<file path="src/rtl/pipelined_arith_datapath.sv">
// Registered valid/ready datapath computing a*b + a + b with configurable depth and overflow flag.
// Define ARITH_SAT_EN to clamp out-of-range results to all ones instead of wrapping.
module pipelined_arith_datapath #(
    parameter int WIDTH  = 4,
    parameter int RES_W  = 8,
    parameter int STAGES = 3
) (
    input  logic             clk,
    input  logic             rst_n,
    input  logic             flush,
    input  logic             in_valid,
    output logic             in_ready,
    input  logic [WIDTH-1:0] a,
    input  logic [WIDTH-1:0] b,
    output logic             out_valid,
    input  logic             out_ready,
    output logic [RES_W-1:0] result,
    output logic             ovf
);

    localparam int FW = 2 * WIDTH;
    // Index of the stage that produces the full-precision value, and the count of result registers from there on.
    localparam int unsigned RS = (STAGES == 2) ? 1 : 2;
    localparam int unsigned NR = STAGES - RS;
    localparam logic [FW:0] LIM = (FW + 1)'(1) << RES_W;

    logic [STAGES-1:0] v;
    logic [STAGES-1:0] adv;
    logic              accept;
    logic [WIDTH-1:0]  a1;
    logic [WIDTH-1:0]  b1;
    logic [FW-1:0]     full_d;
    logic [RES_W-1:0]  res_d;
    logic              ovf_d;
    logic [RES_W-1:0]  res_pipe [NR];
    logic [NR-1:0]     ovf_pipe;

    // A stage may advance when it or any stage downstream of it is empty, or the sink takes the output.
    genvar gk;
    for (gk = 0; gk < STAGES; gk++) begin : g_ready
        assign adv[gk] = out_ready || !(&v[STAGES-1:gk]);
    end

    assign in_ready = adv[0] && !flush;
    assign accept   = in_valid && in_ready;

    always_ff @(posedge clk or negedge rst_n) begin
        if (!rst_n) begin
            v <= '0;
        end else if (flush) begin
            v <= '0;
        end else begin
            if (adv[0]) v[0] <= accept;
            for (int unsigned k = 1; k < STAGES; k++) begin
                if (adv[k]) v[k] <= v[k-1];
            end
        end
    end

    always_ff @(posedge clk or negedge rst_n) begin
        if (!rst_n) begin
            a1 <= '0;
            b1 <= '0;
        end else if (accept) begin
            a1 <= a;
            b1 <= b;
        end
    end

    if (STAGES == 2) begin : g_direct
        assign full_d = FW'(a1) * FW'(b1) + FW'(a1) + FW'(b1);
    end else begin : g_split
        logic [FW-1:0]  prod2;
        logic [WIDTH:0] sum2;

        always_ff @(posedge clk or negedge rst_n) begin
            if (!rst_n) begin
                prod2 <= '0;
                sum2  <= '0;
            end else if (adv[1] && v[0]) begin
                prod2 <= FW'(a1) * FW'(b1);
                sum2  <= (WIDTH + 1)'(a1) + (WIDTH + 1)'(b1);
            end
        end

        assign full_d = prod2 + FW'(sum2);
    end

    always_comb begin
        ovf_d = ({1'b0, full_d} >= LIM);
`ifdef ARITH_SAT_EN
        res_d = ovf_d ? '1 : full_d[RES_W-1:0];
`else
        res_d = full_d[RES_W-1:0];
`endif
    end

    always_ff @(posedge clk or negedge rst_n) begin
        if (!rst_n) begin
            for (int unsigned j = 0; j < NR; j++) res_pipe[j] <= '0;
            ovf_pipe <= '0;
        end else if (flush) begin
            for (int unsigned j = 0; j < NR; j++) res_pipe[j] <= '0;
            ovf_pipe <= '0;
        end else begin
            if (adv[RS] && v[RS-1]) begin
                res_pipe[0] <= res_d;
                ovf_pipe[0] <= ovf_d;
            end
            for (int unsigned j = 1; j < NR; j++) begin
                if (adv[RS+j] && v[RS+j-1]) begin
                    res_pipe[j] <= res_pipe[j-1];
                    ovf_pipe[j] <= ovf_pipe[j-1];
                end
            end
        end
    end

    assign out_valid = v[STAGES-1];
    assign result    = res_pipe[NR-1];
    assign ovf       = ovf_pipe[NR-1];

endmodule

</file>
<file path="config.mk">
export PLATFORM = sky130hd
export DESIGN_NAME = pipelined_arith_datapath
export DESIGN_NICKNAME = d
export VERILOG_FILES = /design/src/rtl/pipelined_arith_datapath.sv
export SDC_FILE = /design/constraint.sdc
export NUM_CORES = 1
export LEC_CHECK = 0
export CAP_MARGIN = 10
export CORE_MARGIN = 3
export CORE_UTILIZATION = 23
export DETAILED_ROUTE_END_ITERATION = 10
export GPL_TIMING_DRIVEN = 1
export SYNTH_ARGS = -nofsm -noshare
export SYNTH_HDL_FRONTEND = slang
export SYNTH_SLANG_ARGS = --single-unit
</file>
<file path="constraint.sdc">
create_clock -name clk -period 7.45 [get_ports clk]
set_clock_uncertainty 0.15 [all_clocks]
set_input_delay 1.49 -clock clk [delete_from_list [all_inputs] [get_ports clk]]
set_output_delay 1.49 -clock clk [all_outputs]
set_load 0.005 [all_outputs]
</file>
==> flow_metrics.env, run 1 <==
export IMPL_cp_common_cell="clkdlybuf4s50_1"
export IMPL_max_freq_mhz=218.7
export IMPL_nets=258
export IMPL_wl_per_cell_um=11.85
export IMPL_cts_buffers=5
export IMPL_post_cts_repair_setup_buffers=0
export IMPL_antenna_cells=0
export IMPL_totalWireLength_um=3876
export IMPL_power_leakage_nw=1.149
export IMPL_slew_headroom_pct=54.23
export IMPL_dpl_worst_slack_ns=2.864
export IMPL_hold_violations=0
export IMPL_cp_end_kind="output pin"
export IMPL_slowest_delay_ns=0.53
export IMPL_fin_crit_sh_pct=61.38
export IMPL_synth_seq_area_share_pct=38.51
export IMPL_yosys_top_cells_area="dfrtp_1, ha_1, fa_1"
export IMPL_yosys_area_top_type="dfrtp_1"
export IMPL_met1_usage_pct=11.24
export IMPL_final_setup_viol_count=0
export IMPL_dr_pass1_iters=4
export IMPL_worstSetupStartpointType="input port"
export IMPL_syn_nets=232
export IMPL_cts_tree="yes"
export IMPL_crit_type="input port to output pin"
export IMPL_io_buffer_count=22
export IMPL_hold_ws_ns=0.3413
export IMPL_grt_pass1_wl_um=6872
export IMPL_gp_congestion=0.7825
export IMPL_drtIter0Drc=49
export IMPL_cp_arrival_ns=2.93
export IMPL_syn_cell_area_mm2=0.002079
export IMPL_busiest_layer="met2"
export IMPL_cts_path_max_buffers=2
export IMPL_clock_sinks=32
export IMPL_areaGrowthSynthToFinish_pct=20.88
export IMPL_ys_warn_count=0
export IMPL_avgSynthCellArea_um2=10.83
export IMPL_fp_dieH_um=101.1
export IMPL_globalRoute_totalOverflow=0
export IMPL_path_max_fanout=4
export IMPL_hpwl_um=3061
export IMPL_synth_cells=192
export IMPL_row_count=34
export IMPL_grt_pass1_vias=1448
export IMPL_worst_slew_pin_slew_ns=0.6829
export IMPL_pin_count=24
export IMPL_die_x_um=101.1
export IMPL_drive_above_1_share_pct=10.50
export IMPL_crit_slowest_cell="clkdlybuf4s50_1"
export IMPL_die_area_mm2=0.01022
export IMPL_clkTransAtPathRegs_ns=0.07
export IMPL_ctsHoldBuffers=0
export IMPL_ant_nets=0
export IMPL_num_vias=1431
export IMPL_setup_slack_ns=2.877
export IMPL_root_buffer="clkbuf_8"
export IMPL_power_density_mw_per_mm2=262.4
export IMPL_grt_max_degree=33
export IMPL_post_route_util_pct=28.68
export IMPL_grt_use_met2_pct=12.78
export IMPL_htreeDepth=2
export IMPL_antenna_found_initial=0
export IMPL_cts_resized=0
export IMPL_drv_cap=0
export IMPL_status="complete, no violations"
export IMPL_required_ns=5.81
export IMPL_finalMaxSlewViolations=0
export IMPL_drc=0
export IMPL_min_path_type="flop to flop"
export IMPL_ys_seq_elements=32
export IMPL_min_period_ns=4.573
export IMPL_irDropWorstVdd_mv=0.07127
export IMPL_rsz0062_at_grt="false"
export IMPL_clock_latency_ns=0.29
export IMPL_final_setup_tns_ns=0
export IMPL_vias_per_cell=4.376
export IMPL_async_reset_ff_share_pct=100.0
export IMPL_synth_cell_types=44
export IMPL_initial_core_util_pct=23.73
export IMPL_synth_top_area_share_pct=38.51
export IMPL_met3_usage_pct=3.045
export IMPL_path_cells="clkdlybuf4s50_1 -> and3b_4 -> a21oi_4 -> clkdlybuf4s50_1"
export IMPL_power_mw=0.6596
export IMPL_core_mm2=0.008763
export IMPL_synth_edf_count=0
export IMPL_synth_ff_type="dfrtp_1"
export IMPL_grt_total_usage_pct=8.427
-- routing by layer --
metal / vias up / wire (um)
met5: - / 0
met4: 0 / 51
met3: 7 / 209
met2: 27 / 1677
met1: 659 / 1938
li1: 738 / -
-- kinds of logic after synthesis --
family / synth area share (%)
flops: 38.51
buf+inv: 3.790
mux: 7.401
simple gates: 13.24
other cells: 0.1803
xor+xnor: 2.948
compound gates: 15.52
fa+ha+maj: 18.41
-- Yosys cell counts, drive strengths merged, types with 2 or more instances --
master  number
inv         15
xor2         6
nand3        4
mux2        11
a22o         5
o21ai       14
a211oi       2
dfrtp       32
nor2b        2
nand2       17
nand2b       2
and2         9
nor3b        2
fa           6
nor2         3
buf          4
a21oi       10
o21bai       2
o211ai       3
a32oi        2
ha          21
a21o         4
nand4        2
-- final timing paths --
path / start / end / slack (ns) / depth (start not counted)
min in group asynchronous: rst_n / result[1]$_DFFE_PN0P_ / 1.45 / 2
setup reg to reg: a1[0]$_DFFE_PN0P_ / g_split.prod2[6]$_DFFE_PN0P_ / 4.45 / 10
hold reg to reg: g_split.sum2[4]$_DFFE_PN0P_ / g_split.sum2[4]$_DFFE_PN0P_ / 0.34 / 2
hold / removal: g_split.sum2[4]$_DFFE_PN0P_ / g_split.sum2[4]$_DFFE_PN0P_ / 0.34 / 2
setup / recovery: out_ready / in_ready / 2.88 / 4
max in group asynchronous: rst_n / a1[3]$_DFFE_PN0P_ / 5.42 / 2
-- through the flow --
| step | instances | instance area [um^2] |
|---|---|---|
| finish | 327 | 2514 |
| global route | 327 | 2514 |
| CTS | 327 | 2514 |
| detailed placement | 319 | 2420 |
| global placement | 319 | 2420 |
| floorplan | 192 | 2079 |
-- where the power goes --
group / internal (mW) / switching [mW] / total [mW]
clock: 0.0750 / 0.0673 / 0.142
combinational: 0.135 / 0.135 / 0.269
sequential: 0.212 / 0.0356 / 0.248
total: 0.422 / 0.237 / 0.660
-- state kept, by name, indices dropped and copies added (netlist names) --
register and cells:
a1 4, result 8, b1 4, v 3, g_split.sum2 5, g_split.prod2 8
-- cells in the final DEF, fill, tap and decap left out, drive strengths merged, types with 2 or more instances in the layout --
master / netlist / routed
o21bai: 2 / 2
ha: 21 / 21
nor2: 3 / 3
a21oi: 10 / 10
clkbuf: 0 / 7
a211oi: 2 / 2
o211ai: 3 / 3
a21o: 4 / 4
nor3b: 2 / 2
nand4: 2 / 2
nand2b: 2 / 2
fa: 6 / 6
mux2: 11 / 11
inv: 15 / 15
nand2: 17 / 17
clkdlybuf4s50: 0 / 22
nor2b: 2 / 2
xor2: 6 / 6
dfrtp: 32 / 32
nand3: 4 / 4
a22o: 5 / 5
and2: 9 / 9
a32oi: 2 / 2
o21ai: 14 / 14
-- cell type report --
type | instances | area (um^2)
fillers | 928 | 6250
multi-input cells | 141 | 1200
flip-flops and latches | 32 | 800.8
repair buffers | 23 | 227.7
well taps | 108 | 135.1
clock buffers | 7 | 86.33
inverters | 15 | 56.30
clock inverters | 1 | 7.507
-- critical path: cells and delay by family --
| kind | cells | cell delay (ns) |
|---|---|---|
| and+or+nand+nor | 1 | 0.23 |
| buffers and inverters | 2 | 1.03 |
| AOI/OAI and AO/OA | 1 | 0.18 |
(Power assumes the default switching activity.)
==> run 2, diff against run 1 <==
- clock period: 7.45 -> 4 ns (I/O delays scaled with it)
==> flow_metrics.env, run 2 (synthesized netlist as in run 1, its figures left out) <==
export IMPL_min_path_type="flop to flop"
export IMPL_grt_pass1_vias=1449
export IMPL_pin_count=24
export IMPL_cts_resized=0
export IMPL_path_max_fanout=4
export IMPL_cp_common_cell="clkdlybuf4s50_1"
export IMPL_finalMaxSlewViolations=0
export IMPL_post_cts_repair_setup_buffers=0
export IMPL_antenna_found_initial=0
export IMPL_max_freq_mhz=312.2
export IMPL_drc=0
export IMPL_cpLargestDelayFamily="buffers and inverters"
export IMPL_hold_violations=0
export IMPL_nets=258
export IMPL_status="complete, no violations"
export IMPL_regToRegSetupSlack_ns=0.98
export IMPL_cts_tree="yes"
export IMPL_slew_headroom_pct=54.50
export IMPL_row_count=34
export IMPL_antenna_cells=0
export IMPL_clock_latency_ns=0.28
export IMPL_hpwl_um=2996
export IMPL_required_ns=3.05
export IMPL_setup_slack_ns=0.7965
export IMPL_grt_total_usage_pct=8.232
export IMPL_drive_above_1_share_pct=10.50
export IMPL_final_common_cell="dfrtp_1"
export IMPL_path_cells="clkdlybuf4s50_1 -> and3b_4 -> a21oi_4 -> clkdlybuf4s50_1"
export IMPL_clkTransAtPathRegs_ns=0.07
export IMPL_areaGrowthSynthToFinish_pct=20.88
export IMPL_power_mw=1.224
export IMPL_clock_sinks=32
export IMPL_reg2regPathDepth=10
export IMPL_initial_core_util_pct=23.73
export IMPL_slowest_delay_ns=0.53
export IMPL_root_buffer="clkbuf_8"
export IMPL_io_buffer_count=22
export IMPL_critPathBufInv=2
export IMPL_die_area_mm2=0.01022
export IMPL_ant_nets=0
export IMPL_worstSetupStartpointType="input port"
export IMPL_crit_type="input port to output pin"
export IMPL_core_mm2=0.008763
export IMPL_fp_dieH_um=101.1
export IMPL_wl_per_cell_um=11.68
export IMPL_r2r_start="a1[1]$_DFFE_PN0P_"
export IMPL_min_path_cells=2
export IMPL_crit_start="out_ready"
export IMPL_cp_arrival_ns=2.25
export IMPL_cts_path_max_buffers=2
export IMPL_num_vias=1414
export IMPL_ctsHoldBuffers=0
export IMPL_final_cell_mix="dfrtp_1, clkdlybuf4s50_1, ha_1"
export IMPL_min_period_ns=3.203
export IMPL_cp_end_kind="output pin"
export IMPL_crit_slowest_cell="clkdlybuf4s50_1"
export IMPL_power_leakage_nw=1.149
export IMPL_globalRoute_totalOverflow=0
export IMPL_grt_max_degree=33
export IMPL_dr_pass1_iters=4
export IMPL_r2r_end="g_split.prod2[6]$_DFFE_PN0P_"
export IMPL_grt_pass1_wl_um=6803
export IMPL_irDropWorstVdd_mv=0.1339
export IMPL_final_setup_viol_count=0
export IMPL_totalWireLength_um=3820
export IMPL_power_density_mw_per_mm2=486.8
export IMPL_die_x_um=101.1
export IMPL_vias_per_cell=4.324
export IMPL_drtIter0Drc=42
export IMPL_setup_worst_path_end="in_ready"
export IMPL_fin_crit_sh_pct=80.09
export IMPL_drv_cap=0
export IMPL_htreeDepth=2
export IMPL_rsz0062_at_grt="false"
export IMPL_final_setup_tns_ns=0
export IMPL_gp_congestion=0.7595
export IMPL_cts_buffers=5
export IMPL_worst_slew_pin_slew_ns=0.6788
export IMPL_dpl_worst_slack_ns=0.7830
export IMPL_critical_path_depth=4
-- run 2: cell counts in the layout (fill, tap and decap cells not counted) --
No cell type changed its count.
-- run 2: power by group --
part / switching [mW] / internal [mW] / total (mW)
Clock: 0.122 / 0.140 / 0.262
Combinational: 0.251 / 0.250 / 0.501
Sequential: 0.0652 / 0.396 / 0.461
Total: 0.438 / 0.786 / 1.22
-- run 2: metrics by stage --
stage | hold WS, ns | cells | area (um^2) | utilization, %
finish | 0.3351 | 327 | 2514 | 28.68
global route | 0.3644 | 327 | 2514 | 28.68
detailed placement | 0.3267 | 319 | 2420 | 27.61
global placement | 0.3167 | 319 | 2420 | 27.61
CTS | 0.3427 | 327 | 2514 | 28.68
floorplan | 0.3038 | 192 | 2079 | -
-- run 2: layer usage --
layer	global-route usage (%)	up-vias	wire length, um
met5	0	-	0
met1	11.13	650	1924
met4	2.454	0	15
li1	-	740	-
met3	2.353	2	187
met2	12.73	22	1691
-- run 2: area by class of cell --
class	count	area (um^2)
repair buffers	23	227.7
clock buffers	7	86.33
flip-flops and latches	32	800.8
well taps	108	135.1
clock inverters	1	7.507
multi-input cells	141	1200
inverters	15	56.30
fillers	920	6250
-- run 2: worst reg2reg max path, delay by kind of cell (launching register included) --
| kind | cells | cell delay, ns |
|---|---|---|
| fa+ha+maj | 3 | 1.52 |
| flops | 1 | 0.45 |
| buf+inv | 2 | 0.11 |
| compound gates | 2 | 0.29 |
| simple gates | 3 | 0.38 |
-- run 2: how the worst min path moves through the flow --
| stage | start | end | slack (ns) |
|---|---|---|---|
| after floorplan | g_split.sum2[2]$_DFFE_PN0P_ | g_split.sum2[2]$_DFFE_PN0P_ | 0.30 |
| after global placement | g_split.sum2[2]$_DFFE_PN0P_ | g_split.sum2[2]$_DFFE_PN0P_ | 0.32 |
| after detailed placement | g_split.sum2[2]$_DFFE_PN0P_ | g_split.sum2[2]$_DFFE_PN0P_ | 0.33 |
| after CTS | g_split.sum2[2]$_DFFE_PN0P_ | g_split.sum2[2]$_DFFE_PN0P_ | 0.34 |
| after global routing | result[5]$_DFFE_PN0P_ | result[5]$_DFFE_PN0P_ | 0.36 |
| final | g_split.sum2[2]$_DFFE_PN0P_ | g_split.sum2[2]$_DFFE_PN0P_ | 0.34 |
